===== src/rtl/mem_arbiter.sv =====
// rtl/mem_arbiter.sv - Round-robin arbiter sharing one line-wide memory port between I-cache and D-cache.
module mem_arbiter #(
    parameter int ADDR_W = 26,
    parameter int LINE_W = 128
) (
    input  logic              clk,
    input  logic              reset,
    input  logic              flush,
    input  logic              reqI_mem,
    input  logic [ADDR_W-1:0] reqAddrI_mem,
    output logic [LINE_W-1:0] instr_from_mem,
    output logic              read_ready_I,
    input  logic              reqD_mem,
    input  logic              reqD_write,
    input  logic [ADDR_W-1:0] reqAddrD_mem,
    input  logic [LINE_W-1:0] reqDataD_mem,
    output logic [LINE_W-1:0] data_from_mem_D,
    output logic              read_ready_D,
    output logic              written_data_ack_D,
    output logic              mem_req,
    output logic              mem_we,
    output logic [ADDR_W-1:0] mem_addr,
    output logic [LINE_W-1:0] mem_wdata,
    input  logic [LINE_W-1:0] mem_rdata,
    input  logic              mem_ready
);

    typedef enum logic [1:0] {
        S_IDLE,
        S_BUSY_I,
        S_BUSY_D,
        S_DONE
    } state_t;

    state_t            r_state;
    logic              r_last_i;
    logic              r_flush_flag;
    logic              r_mem_req;
    logic              r_mem_we;
    logic [ADDR_W-1:0] r_mem_addr;
    logic [LINE_W-1:0] r_mem_wdata;
    logic [LINE_W-1:0] r_instr;
    logic [LINE_W-1:0] r_data_d;
    logic              r_rdy_i;
    logic              r_rdy_d;
    logic              r_wack_d;

    state_t            w_state_nxt;
    logic              w_last_i_nxt;
    logic              w_flush_flag_nxt;
    logic              w_mem_req_nxt;
    logic              w_mem_we_nxt;
    logic [ADDR_W-1:0] w_mem_addr_nxt;
    logic [LINE_W-1:0] w_mem_wdata_nxt;
    logic [LINE_W-1:0] w_instr_nxt;
    logic [LINE_W-1:0] w_data_d_nxt;
    logic              w_rdy_i_nxt;
    logic              w_rdy_d_nxt;
    logic              w_wack_d_nxt;
    logic              w_grant_d;
    logic              w_grant_i;

    // D wins unless I is also pending and D was the last one served.
    assign w_grant_d = reqD_mem && (!reqI_mem || r_last_i);
    assign w_grant_i = reqI_mem && !w_grant_d;

    always_comb begin
        w_state_nxt      = r_state;
        w_last_i_nxt     = r_last_i;
        w_flush_flag_nxt = r_flush_flag;
        w_mem_req_nxt    = r_mem_req;
        w_mem_we_nxt     = r_mem_we;
        w_mem_addr_nxt   = r_mem_addr;
        w_mem_wdata_nxt  = r_mem_wdata;
        w_instr_nxt      = r_instr;
        w_data_d_nxt     = r_data_d;
        w_rdy_i_nxt      = 1'b0;
        w_rdy_d_nxt      = 1'b0;
        w_wack_d_nxt     = 1'b0;
        case (r_state)
            S_IDLE: begin
                if (w_grant_d) begin
                    w_state_nxt     = S_BUSY_D;
                    w_mem_req_nxt   = 1'b1;
                    w_mem_we_nxt    = reqD_write;
                    w_mem_addr_nxt  = reqAddrD_mem;
                    w_mem_wdata_nxt = reqDataD_mem;
                    w_last_i_nxt    = 1'b0;
                end else if (w_grant_i) begin
                    w_state_nxt      = S_BUSY_I;
                    w_mem_req_nxt    = 1'b1;
                    w_mem_we_nxt     = 1'b0;
                    w_mem_addr_nxt   = reqAddrI_mem;
                    w_last_i_nxt     = 1'b1;
                    w_flush_flag_nxt = flush;
                end
            end
            S_BUSY_I: begin
                if (mem_ready) begin
                    w_state_nxt      = S_DONE;
                    w_mem_req_nxt    = 1'b0;
                    w_mem_we_nxt     = 1'b0;
                    w_flush_flag_nxt = 1'b0;
                    // A flushed fetch still completes at memory but is never delivered.
                    if (!r_flush_flag && !flush) begin
                        w_rdy_i_nxt = 1'b1;
                        w_instr_nxt = mem_rdata;
                    end
                end else if (flush) begin
                    w_flush_flag_nxt = 1'b1;
                end
            end
            S_BUSY_D: begin
                if (mem_ready) begin
                    w_state_nxt   = S_DONE;
                    w_mem_req_nxt = 1'b0;
                    w_mem_we_nxt  = 1'b0;
                    if (r_mem_we) begin
                        w_wack_d_nxt = 1'b1;
                    end else begin
                        w_rdy_d_nxt  = 1'b1;
                        w_data_d_nxt = mem_rdata;
                    end
                end
            end
            S_DONE: begin
                w_state_nxt = S_IDLE;
            end
            default: begin
                w_state_nxt = S_IDLE;
            end
        endcase
    end

    always_ff @(posedge clk) begin
        if (reset) begin
            r_state      <= S_IDLE;
            r_last_i     <= 1'b1;
            r_flush_flag <= 1'b0;
            r_mem_req    <= 1'b0;
            r_mem_we     <= 1'b0;
            r_mem_addr   <= '0;
            r_mem_wdata  <= '0;
            r_instr      <= '0;
            r_data_d     <= '0;
            r_rdy_i      <= 1'b0;
            r_rdy_d      <= 1'b0;
            r_wack_d     <= 1'b0;
        end else begin
            r_state      <= w_state_nxt;
            r_last_i     <= w_last_i_nxt;
            r_flush_flag <= w_flush_flag_nxt;
            r_mem_req    <= w_mem_req_nxt;
            r_mem_we     <= w_mem_we_nxt;
            r_mem_addr   <= w_mem_addr_nxt;
            r_mem_wdata  <= w_mem_wdata_nxt;
            r_instr      <= w_instr_nxt;
            r_data_d     <= w_data_d_nxt;
            r_rdy_i      <= w_rdy_i_nxt;
            r_rdy_d      <= w_rdy_d_nxt;
            r_wack_d     <= w_wack_d_nxt;
        end
    end

    assign mem_req            = r_mem_req;
    assign mem_we             = r_mem_we;
    assign mem_addr           = r_mem_addr;
    assign mem_wdata          = r_mem_wdata;
    assign instr_from_mem     = r_instr;
    assign data_from_mem_D    = r_data_d;
    assign read_ready_I       = r_rdy_i;
    assign read_ready_D       = r_rdy_d;
    assign written_data_ack_D = r_wack_d;

endmodule


===== config.mk =====
export PLATFORM = sky130hd
export DESIGN_NAME = mem_arbiter
export DESIGN_NICKNAME = d
export VERILOG_FILES = /design/src/rtl/mem_arbiter.sv
export SDC_FILE = /design/constraint.sdc
export NUM_CORES = 1
export LEC_CHECK = 0
export BUFFER_PORTS_ARGS = -buffer_cell sky130_fd_sc_hd__buf_4
export CAP_MARGIN = 20
export CORE_AREA = 2 2 288 290
export DETAILED_ROUTE_END_ITERATION = 12
export DIE_AREA = 0 0 290 292
export MAX_ROUTING_LAYER = met4
export PLACE_DENSITY = 0.39
export SLEW_MARGIN = 20
export SYNTH_ARGS = -nofsm -noshare
export SYNTH_HDL_FRONTEND = slang
export SYNTH_SLANG_ARGS = --single-unit

===== constraint.sdc =====
create_clock -name clk -period 2 [get_ports clk]
set_input_delay 0.1 -clock clk [delete_from_list [all_inputs] [get_ports clk]]
set_output_delay 0.1 -clock clk [all_outputs]
set_load 0.01 [all_outputs]

# After elaboration in Yosys (flattened, before gate mapping)
# Index checks and enable logic that the tools add are counted.
# op_classes
eq_ne	8
muxes	22
bitwise	4
n_reduce_logical	22
# ops
cell	n
$mux W26	2
$mux W1	13
$reduce_and A3 Y1	3
$mux W2	3
$ne A3 B3 Y1 const B	2
$pmux W1 S2	3
$pmux W2 S3	1
$reduce_and A2 Y1	3
$reduce_bool A2 Y1	3
$reduce_or A3 Y1	2
$eq A2 B2 Y1 const B	2
$logic_not A1 Y1	4
$ne A2 B2 Y1 const B	2
$not A1 Y1	4
$reduce_and A4 Y1	1
$logic_and A1 B1 Y1	3
$eq A2 B1 Y1 const B	1
$logic_not A2 Y1	1
$ne A2 B1 Y1 const B	1
$reduce_or A2 Y1	1
$logic_or A1 B1 Y1	1
# totals
regBits	419
in_bits	315
out_inout_bits	415

# Depth between registers and ports, before layout
# logic_depth
word_depth	8
mapped_depth	9

# Least setup slack after synthesis
# No wires, ideal clock.
# synth_path
path_kind	register to register
startpoint	reg r_state[0]
endpoint	reg r_mem_we, in the netlist mem_we
setup_ps	95
t_arrival_ps	1462
t_required_ps	1905
path_slack_ps	443
path_stages_with_launch	7
synth_period_minus_slack_ps	1557
path_cell_list	dfxtp_1 > inv_1 > ha_1 > nor2b_1 > a21oi_2 > nand3_1 > a221oi_1
# synth_via
elab_chain_len	4
word_cells_on_any_way	9
cone_classes	eq/ne: 4; mux: 1; reduce/logical: 4
# synth_rtl
element	line	source
from (decl)	35	state_t r_state;
from (signal assigned)	150	r_state <= w_state_nxt;
$eq A2 B2 Y1 / $eq A2 B1 Y1 (equally long branches)	80	case (r_state)
$reduce_or A2 Y1 (no line)	--	
$ne A2 B1 Y1 (no line) / $reduce_bool A2 Y1 (equally long branches)	--	
$reduce_and A3 Y1 (no line)	--	
to (signal assigned)	154	r_mem_we <= w_mem_we_nxt;
to (decl)	39	logic r_mem_we;
# Parallel ways exist; a longest one is shown, timed or not.
# A chain may end at the register's enable or synchronous reset.

# Final worst setup path
# layout_path
startpoint	reg r_state[1]
endpoint	reg r_instr[91], in the netlist instr_from_mem[91]
# layout_via
elab_chain_len	2
# layout_rtl
element	line	source
$eq A2 B1 Y1	80	
$reduce_and A3 Y1 (no line)	--	
to (signal assigned)	157	r_instr <= w_instr_nxt;
to (decl)	42	logic [LINE_W-1:0] r_instr;
# Every way passes these cells.

==> results.sh <==
export IMPL_status="finished clean"
export IMPL_syn_instance_count=1869
export IMPL_p_per_area_nw_per_um2=1050
export IMPL_final_area_um2=26700
export IMPL_cp_required_ps=2450
export IMPL_fin_skew_ps=10.1
export IMPL_core_area_um2=81600
export IMPL_ctsRootBufferMaster="clkbuf_16"
export IMPL_track_usage_pct=15.7
export IMPL_slowest_stage="or3_4"
export IMPL_viasPerCell=4.07
export IMPL_syn_nets=2188
export IMPL_dpl_hpwl_um=48300
export IMPL_dieArea_um2=84700
export IMPL_antenna_found_initial=6
export IMPL_pin_count=730
export IMPL_vias=16300
export IMPL_clk_latency_ps=590
export IMPL_dp_slack_ps=142
export IMPL_grt_max_degree=74
export IMPL_syn_cell_area_um2=15000
export IMPL_intPower_uw=19100
export IMPL_clock_path_buffers=3
export IMPL_ant_nets=0
export IMPL_ir_worst_vdd_v=0.000693
export IMPL_clk_pin_slew_worst_paths_ps=50
export IMPL_drt_wl_total_um=67300
export IMPL_initial_utilization_pct=18.3
export IMPL_finalHoldViolCount=0
export IMPL_initialDrtViolationCount=572
export IMPL_chipHeight_um=292
export IMPL_gp_routability_congestion=0.807
export IMPL_instances_no_fill=3995
export IMPL_mostFrequentLayoutCell="nand2_1"
export IMPL_maxCapViolations=0
export IMPL_post_cts_setup_buffers=0
export IMPL_overflow=0
export IMPL_critPathArrivalTime_ps=2270
export IMPL_synth_distinct_cells=34
export IMPL_max_freq_mhz=547
export IMPL_grt_first_pass_wirelength_um=101000
export IMPL_wire_per_inst_um=16.9
export IMPL_cp_max_fo=39
export IMPL_drv_slew=0
export IMPL_tightestPinTransition_ps=571
export IMPL_hold_class="in2reg"
export IMPL_layout_common_cells="823 x nand2_1, 754 x buf_4, 419 x dfxtp_1"
export IMPL_ys_seq_elements=419
export IMPL_dpl_cell_area_um2=21800
export IMPL_dp_cells=3579
export IMPL_final_nets=3196
export IMPL_syn_avg_cell_area_um2=8.01
export IMPL_tns_ps=0
export IMPL_yosysWarnings=0
export IMPL_criticalPathCategory="reg2reg"
export IMPL_synthToLayoutAreaGrowth_pct=78.3
export IMPL_slowest_delay_ps=500
export IMPL_die_w_um=290
export IMPL_setup_ws_ps=172
export IMPL_multiInputGateArea_um2=5830
export IMPL_fill_cells=8693
export IMPL_fin_crit_sh_pct=91.4
export IMPL_p_switching_uw=8870
export IMPL_cp_cell_sequence="inv_1 > ha_1 > nand2_2 > or3_4 > buf_12 > nand2_1 > a21oi_1"
export IMPL_layout_drive_gt1_share_pct=30.6
export IMPL_numPortBuffers=729
export IMPL_cts_tree="built"
export IMPL_end_kind="flip-flop"
export IMPL_swShare_pct=31.7
export IMPL_register_area_um2=8390
export IMPL_grt_pass1_vias=16600
export IMPL_setup_violations=0
export IMPL_synth_yosys_seq_area_share_pct=56.0
export IMPL_combinationalPowerShare_pct=29.1
export IMPL_htreeDepth=2
export IMPL_cp_start_kind="flip-flop"
export IMPL_relSlewSlack_pct=61.8
export IMPL_row_count=105
export IMPL_cts_sinks=419
export IMPL_finalWorstPathRequiredPeriod_ps=1830
export IMPL_drt_first_pass_iters=4
export IMPL_leakagePower_uw=0.0111
export IMPL_pwr_share_clk_pct=34.6
export IMPL_drc=0
export IMPL_numCtsBuffers=53
export IMPL_share_seq_of_total_power_pct=36.3
export IMPL_rsz0062_at_grt="false"
critical path, delay by kind of cell, from the launching register on:
kind / cells / cell delay [ps]
and+or+nand+nor: 3 / 700
adders and majority gates: 1 / 230
AOI/OAI and AO/OA: 1 / 60
buffers and inverters: 2 / 350
DFF: 1 / 320
layer usage:
layer	global-route usage (%)	part of all wire [%]	vias to the layer above
met5	-	0	-
met4	4.26	2.5	0
met3	5.40	8.2	98
met2	26.5	48	545
met1	17.7	41	7530
li1	-	-	8082
flip-flops by register name, indices dropped and copies added (netlist names):
signal,cells
mem_addr,26
read_ready_I,1
read_ready_D,1
mem_req,1
data_from_mem_D,128
written_data_ack_D,1
mem_we,1
r_state,2
instr_from_mem,128
mem_wdata,128
r_flush_flag,1
r_last_i,1
stage by stage:
step                      power (uW)  utilization [%]  hold WS [ps]
after floorplan                14100                -           236
after global placement         18000             26.7           347
after detailed placement       18000             26.7           355
after CTS                      28500             32.7          30.0
after global routing           29600             32.7          93.9
final                          27900             32.7          92.8
kinds of logic (layout without fill, tap and decap cells):
kind of cell | after synthesis | in the layout | share of synthesized area, %
buffers and inverters | 145 | 1192 | 5.27
adder cells (fa/ha/maj) | 4 | 4 | 0.334
AND/OR/NAND/NOR | 874 | 874 | 22.3
flip-flops | 419 | 419 | 56.0
other | 0 | 9 | 0
AO/OA/AOI/OAI | 425 | 425 | 15.9
multiplexers | 2 | 2 | 0.134
worst paths after layout:
kind	cells past startpoint	endpoint	slack [ps]	from
worst max-delay path	7	instr_from_mem[91]	170	r_state[1]
worst min-delay path	5	mem_we	90	reqI_mem
worst max register to register	7	instr_from_mem[91]	170	r_state[1]
worst min register to register	2	instr_from_mem[115]	450	instr_from_mem[115]
area by class of cell:
| type | count | share of cell area [%] |
|---|---|---|
| Sequential cell | 419 | 31.4 |
| Clock buffer | 83 | 5.88 |
| Multi-Input combinational cell | 1305 | 21.8 |
| Clock inverter | 11 | 0.666 |
| Inverter | 3 | 0.0422 |
| Tap cell | 1070 | 5.02 |
| Timing Repair Buffer | 1095 | 35.0 |
| Antenna cell | 9 | 0.0844 |
synthesized netlist by cell type:
master / instances / share of area [%]
a211oi_1: 2 / 0.10
a21boi_0: 1 / 0.050
a21oi_1: 386 / 13
a21oi_2: 1 / 0.059
a221o_1: 1 / 0.067
a221oi_1: 1 / 0.059
a311oi_1: 6 / 0.35
a311oi_2: 20 / 2.0
a31oi_1: 2 / 0.084
a32oi_1: 1 / 0.059
a41oi_1: 1 / 0.059
and2_1: 1 / 0.042
buf_2: 66 / 2.2
buf_4: 13 / 0.65
buf_6: 15 / 1.1
clkbuf_1: 48 / 1.2
dfxtp_1: 419 / 56
ha_1: 4 / 0.33
inv_1: 3 / 0.075
mux2i_1: 2 / 0.13
nand2_1: 823 / 21
nand2_2: 2 / 0.084
nand2b_2: 1 / 0.059
nand3_1: 2 / 0.067
nor2_1: 34 / 0.85
nor2_2: 2 / 0.084
nor2_4: 1 / 0.075
nor2b_1: 4 / 0.17
nor3_2: 1 / 0.067
nor3b_1: 1 / 0.050
o21a_1: 1 / 0.050
o21ai_0: 2 / 0.067
or2_1: 1 / 0.042
or3_4: 1 / 0.075
power groups by stage:
stage                     registers, uW  logic, uW  clock network (uW)
after floorplan                   10700       3360                   0
after global placement            10300       7680                   0
after detailed placement          10300       7740                   0
after CTS                         10100       8280               10000
after global routing              10300       8920               10400
final                             10100       8120                9680
timing repair:
item	CTS	global route
hold endpoints to repair	415	0
gates resized for setup	0	1
hold buffers	313	0
endpoints found under the setup margin	0	1
Power figures use the tool's default switching activity.
